==> config.mk <==
export PLATFORM = sky130hd
export DESIGN_NAME = countdown_timer
export DESIGN_NICKNAME = d
export VERILOG_FILES = /design/src/rtl/countdown_timer.sv
export SDC_FILE = /design/constraint.sdc
export NUM_CORES = 1
export LEC_CHECK = 0
export ABC_AREA = 1
export BUFFER_PORTS_ARGS = -buffer_cell sky130_fd_sc_hd__buf_4
export CELL_PAD_IN_SITES_DETAIL_PLACEMENT = 1
export CELL_PAD_IN_SITES_GLOBAL_PLACEMENT = 2
export CORE_MARGIN = 3
export CORE_UTILIZATION = 30
export DETAILED_ROUTE_END_ITERATION = 8
export HOLD_SLACK_MARGIN = 0.03
export PLACE_DENSITY = 0.86
export REMOVE_ABC_BUFFERS = 1
export SYNTH_ARGS = -nofsm -noshare
export SYNTH_HDL_FRONTEND = slang
export SYNTH_SLANG_ARGS = --single-unit
==> constraint.sdc <==
create_clock -name i_clk -period 2.1 [get_ports i_clk]
set_clock_uncertainty 0.2 [all_clocks]
set_input_delay 0.105 -clock i_clk [delete_from_list [all_inputs] [get_ports i_clk]]
set_output_delay 0.105 -clock i_clk [all_outputs]
set_load 0.005 [all_outputs]
==> src/rtl/countdown_timer.sv <==
// countdown_timer: loadable down-counter with a one-cycle expiry tick,
// one-shot or auto-reload, plus stop and retrigger.
module countdown_timer #(
  parameter int WIDTH = 28
) (
  input  logic             i_clk,
  input  logic             i_reset,
  input  logic [WIDTH-1:0] i_load_value,
  input  logic             i_start,
  input  logic             i_periodic,
  input  logic             i_stop,
  output logic [WIDTH-1:0] o_count,
  output logic             o_busy,
  output logic             o_tick,
  output logic             o_done
);
  typedef enum logic {IDLE, RUN} state_t;
  state_t           r_state, w_state;
  logic [WIDTH-1:0] r_count, w_count, r_reload, w_reload;
  logic             r_periodic, w_periodic, r_tick, w_tick, r_done, w_done;
  always_ff @(posedge i_clk) begin
    if (!i_reset) begin
      r_state    <= IDLE;
      r_count    <= '0;
      r_reload   <= '0;
      r_periodic <= 1'b0;
      r_tick     <= 1'b0;
      r_done     <= 1'b0;
    end else begin
      r_state    <= w_state;
      r_count    <= w_count;
      r_reload   <= w_reload;
      r_periodic <= w_periodic;
      r_tick     <= w_tick;
      r_done     <= w_done;
    end
  end
  // Priority: stop, then start (retrigger), then expiry/decrement.
  always_comb begin
    w_state    = r_state;
    w_count    = r_count;
    w_reload   = r_reload;
    w_periodic = r_periodic;
    w_tick     = 1'b0;
    w_done     = r_done;
    if (i_stop) begin
      w_state = IDLE;
    end else if (i_start && i_load_value == '0) begin
      w_state = IDLE;
      w_count = '0;
      w_tick  = 1'b1;
      w_done  = 1'b1;
    end else if (i_start) begin
      w_state    = RUN;
      w_count    = i_load_value;
      w_reload   = i_load_value;
      w_periodic = i_periodic;
      w_done     = 1'b0;
    end else if (r_state == RUN && r_count > WIDTH'(1)) begin
      w_count = r_count - WIDTH'(1);
    end else if (r_state == RUN) begin
      w_tick  = 1'b1;
      w_count = r_periodic ? r_reload : '0;
      w_state = r_periodic ? RUN : IDLE;
      w_done  = ~r_periodic | r_done;
    end
  end
  assign o_count = r_count;
  assign o_busy  = (r_state == RUN);
  assign o_tick  = r_tick;
  assign o_done  = r_done;
endmodule

* Word level (Yosys, flattened, before mapping)
Cells that the tools add are included.
Word-level totals: bits in registers 60, input port bits 33, output and inout bits 31, word-level logic and storage cells 42
Cells by class: $add $sub $neg 1, order comparisons 1, eq/ne operators 2, muxes and demuxes 17, bitwise logic cells 5, reductions and logical operators 10
Operators by type and width (number):
- $mux W28 | 5
- $gt A28 B1 Y1 const B | 1
- $logic_not A28 Y1 | 1
- $sub A28 B1 Y28 const B | 1
- $mux W1 | 12
- $reduce_and A3 Y1 | 2
- $not A1 Y1 | 4
- $reduce_bool A4 Y1 | 1
- $ne A3 B3 Y1 const B | 1
- $reduce_bool A3 Y1 | 1
- $reduce_or A3 Y1 | 1
- $logic_and A1 B1 Y1 | 2
- $ne A2 B2 Y1 const B | 1
- $reduce_and A2 Y1 | 1
- $reduce_or A2 Y1 | 1
- $or A1 B1 Y1 | 1

* Depth between registers and ports, before layout
depth in word-level cells 6, depth in mapped cells 14, mapped depth without buffers 13

* Worst setup path before layout
Ideal clock, no wire load.
kind register -> register, from register r_count[0] (netlist: o_count[0]), to register r_count[3] (netlist: o_count[3]), library setup time 0.144 ns, arrival 1.573 ns, required time 1.756 ns, path slack 0.183 ns, stages on the path, launching flop included 15, path buffers 1, clock period less this slack 1.917 ns, cell sequence dfxtp_1 -> inv_1 -> ha_1 -> nand2_4 -> nor2_8 -> nand2_4 -> nand2_4 -> nand2_4 -> nand2_4 -> buf_6 -> nand2_1 -> nand2_1 -> nand2_1 -> nand2_1 -> a21oi_1
On the way: cells in the longest elaborated chain, start to end 5, elaborated cells between the ends (all ways) 8, those cells by class add/sub (1); order compare (1); mux (3); reduce/logical (3)
Ends and longest elaborated chain:
- start, declared | line 19 | logic [WIDTH-1:0] r_count, w_count, r_reload, w_reload;
- start signal, assigned | line 31 | r_count <= w_count;
- $gt A28 B1 Y1 | line 59 | end else if (r_state == RUN && r_count > WIDTH'(1)) begin
- $logic_and A1 B1 Y1 | line 59
- $mux W28 | line 59
- $mux W28 | line 53 | end else if (i_start) begin
- $mux W28 | line 48 | end else if (i_start && i_load_value == '0) begin
Parallel ways exist; a longest one is shown, timed or not. A chain may end at the register's enable or synchronous reset.

* Worst setup path after layout
from input i_start, to register r_tick (netlist: o_tick)
On the way: cells in the longest elaborated chain, start to end 2, elaborated cells between the ends (all ways) 3, those cells by class mux (2); reduce/logical (1)
Ends and longest elaborated chain:
- start, declared | line 9 | input logic i_start,
- $mux W1 or $logic_and A1 B1 Y1 (tied branches) | line 53, 48
- $mux W1 * | line 48
- end signal, assigned | line 34 | r_tick <= w_tick;
- end, declared | line 20 | logic r_periodic, w_periodic, r_tick, w_tick, r_done, w_done;
Every way passes the cells marked *; elsewhere a longest branch is shown, timed or not.

==> flow_summary_export.csv <==
group,metric,value,unit
clocking,clkTransAtPathRegs,0.05,ns
worst_setup_path,startpoint,"i_start",
floorplan,die-area,0.0150,mm2
worst_setup_path,end_kind,"flop",
cells_and_area,drive_gt1_share,22.1,%
timing,setup_tns,0,ns
cells_and_area,syn2layout_area_growth,42.1,%
worst_setup_path,worst-setup-path-type,"in2reg",
power,internal_power,2.60,mW
floorplan,die_y,123,um
grt,grt_antenna_before_repair,1,
power,power.share.clock,36.9,%
detailed_routing,drt_iter0_markers,241,
cells_and_area,n_antenna_cell,0,
synth,ys_top_cells_by_area,"dfxtp_1, nand2_1, nor2_1",
synth,yosys_warnings,0,
timing,rsz0062_at_grt,"no",
synth,ys.flop_type,"dfxtp_1",
run,cap_viol_max_count,0,
cells_and_area,nNetsFinal,857,
clocking,clockBufferDepth,2,
synth,syn_area,0.00407,mm2
detailed_routing,drtPass1Iterations,4,
synth,synth-edff-count,0,
synth,synth_seq_cells,60,
clocking,cts.sinks,60,
power,leakage,2.74,nW
grt,grt_usage,22.5,%
worst_setup_path,rr_worst_depth,11,
timing,period_share,95.7,%
cells_and_area,fillers,1757,
synth,synth_commonest_cells,"nand2_1, nor2_1, nand3_1, dfxtp_1, a21oi_1",
clocking,cts_tree,"done",
clocking,clock_latency,0.34,ns
power,seqPwrFrac,31.5,%
detailed_routing,vias,4963,
worst_setup_path,crit_required,2.16,ns
synth,seq_area_frac_synth,29.5,%
power,p_sw_share,34.3,%
power,power_density,682,mW/mm2
detailed_routing,drt_wl_total,16800,um
power,p_comb_share,31.7,%
detailed_routing,drc,0,
clocking,clockRootBuffer,"clkbuf_16",
worst_setup_path,cp.arrival,2.07,ns
floorplan,die_w,123,um
run_status,outcome,"complete, no violations",
worst_setup_path,timing.rr.start,"o_count[2]",
synth,syn_avg_cell_area,5.87,um2
clocking,numCtsBuffers,9,
power,peakVddDrop,0.349,mV
worst_setup_path,r2r_end,"o_count[21]",
placed_design,dp_hpwl,11900,um
clocking,cts_setup_buffers,0,
floorplan,ioPinCount,64,
grt,grt_pass1_wl,26400,um
hold_path,hold_path.startpoint,"r_reload[24]",
synth,syn_inst,694,
clocking,cts-htree-levels,3,
synth,yosysTopAreaCellShare,29.5,%
timing,setup_violations,0,
worst_setup_path,setup.worst_path.end,"o_tick",
synth,yosysMostFrequentCell,"nand2_1",
timing,relSlewSlack,73.3,%
grt,first_global_vias,5231,
hold_path,holdPathStages,2,
grt,grt-ovfl-total,0,
placed_design,io_buffers,63,
synth,synth_cell_types,32,
power,switching_power,1.35,mW
floorplan,start_util,31.5,%
hold_path,hold_path.class,"reg2reg",
floorplan,coreArea,0.0129,mm2
grt,grt_max_degree,34,
worst_setup_path,start_kind,"input port",
floorplan,row_count,41,
timing,hold_violations,0,
worst_setup_path,rrSetupSlack,0.14,ns
detailed_routing,antenna_left,0,
detailed_routing,wl_per_cell,16.8,um
worst_setup_path,path_max_fanout,33,
timing,period_needed,2.01,ns
synth,synth-async-reset-ratio,0,%
placed_design,place_congestion,0.895,
timing,fin_hold_ws,0.261,ns
timing,fmax,0.497,GHz
synth,synth_top_area_cell,"dfxtp_1",
detailed_routing,routed_via_density,4.97,
timing,maxSlewViolCount,0,
timing,tightest_slew,0.400,ns
==> power by group through the flow <==
stage	registers (mW)	logic (mW)	clock network, mW
after global routing	1.25	1.39	1.53
after CTS	1.24	1.21	1.49
after global placement	1.26	1.13	0
final	1.24	1.25	1.46
after floorplan	1.29	0.629	0
after detailed placement	1.26	1.16	0
==> cells in the final DEF (no fill, tap or decap), types with 8 or more instances in the layout <==
| cell type | netlist | final |
|---|---|---|
| a21oi_1 | 49 | 49 |
| a21oi_2 | 12 | 12 |
| buf_4 | 5 | 114 |
| dfxtp_1 | 60 | 60 |
| nor2_2 | 2 | 8 |
| nor2_1 | 122 | 113 |
| nand2_1 | 243 | 241 |
| clkbuf_16 | 0 | 11 |
| inv_1 | 44 | 40 |
| nand4_1 | 14 | 14 |
| dlygate4sd3_1 | 0 | 32 |
| nand3_1 | 74 | 73 |
==> layout make-up <==
cell class,instances,area (um2),area share [%]
multi-input cells,552,2580,44.6
repair buffers,153,1330,22.9
flip-flops and latches,60,1200,20.7
clock buffers,13,270,4.67
well taps,172,215,3.72
inverters,46,173,2.98
clock inverters,3,20.0,0.346
==> critical path: stages <==
cell and delay [ns]:
dlygate4sd3_1 0.54, buf_4 0.15, inv_2 0.07, buf_4 0.30, buf_4 0.41, nand4_1 0.23, a21boi_0 0.23
==> worst min path at each step <==
stage / endpoint / slack, ns
2_1_floorplan: o_done / 0.03
3_3_place_gp: o_done / 0.16
3_5_place_dp: o_done / 0.18
4_1_cts: r_reload[21] / 0.26
5_1_grt: r_reload[4] / 0.28
6_report: r_reload[24] / 0.26
==> cells by family (layout without fill, tap and decap cells) <==
logic type / Yosys count / after routing / synth area share (%)
AO/OA/AOI/OAI: 73 / 73 / 10.5
AND/OR/NAND/NOR: 470 / 470 / 48.8
XOR/XNOR: 7 / 7 / 1.50
flip-flops: 60 / 60 / 29.5
adder cells (fa/ha/maj): 2 / 2 / 0.614
buffers and inverters: 82 / 215 / 9.06
==> sequential cells by signal, summed over array words and instances, names as in the netlist <==
signal and cells:
o_tick 1, r_periodic 1, o_done 1, o_busy 1, o_count 28, r_reload 28
==> per-layer routing <==
metal / wire length, um / track usage (%)
met5: 13 / 0
met2: 8170 / 39.1
met4: 266 / 7.42
met1: 7840 / 28.6
met3: 541 / 3.27
==> through the flow <==
step                      setup WS [ns]  util [%]  instances  power, mW  area (um2)
after detailed placement         0.0642      39.1        949       2.42        5050
after CTS                        0.0343      43.8        997       3.94        5660
final                            0.0898      44.8        999       3.95        5790
after floorplan                  -0.668         -        658       1.92        3880
after global placement            0.142      39.1        949       2.39        5050
after global routing            0.00405      44.8        999       4.18        5790
==> repair_timing <==
action	4_1_cts	5_1_grt
setup endpoints to repair	0	58
hold buffers	32	0
gates resized for setup	0	22
endpoints found under the hold margin	59	0
Power figures use the tool's default switching activity.
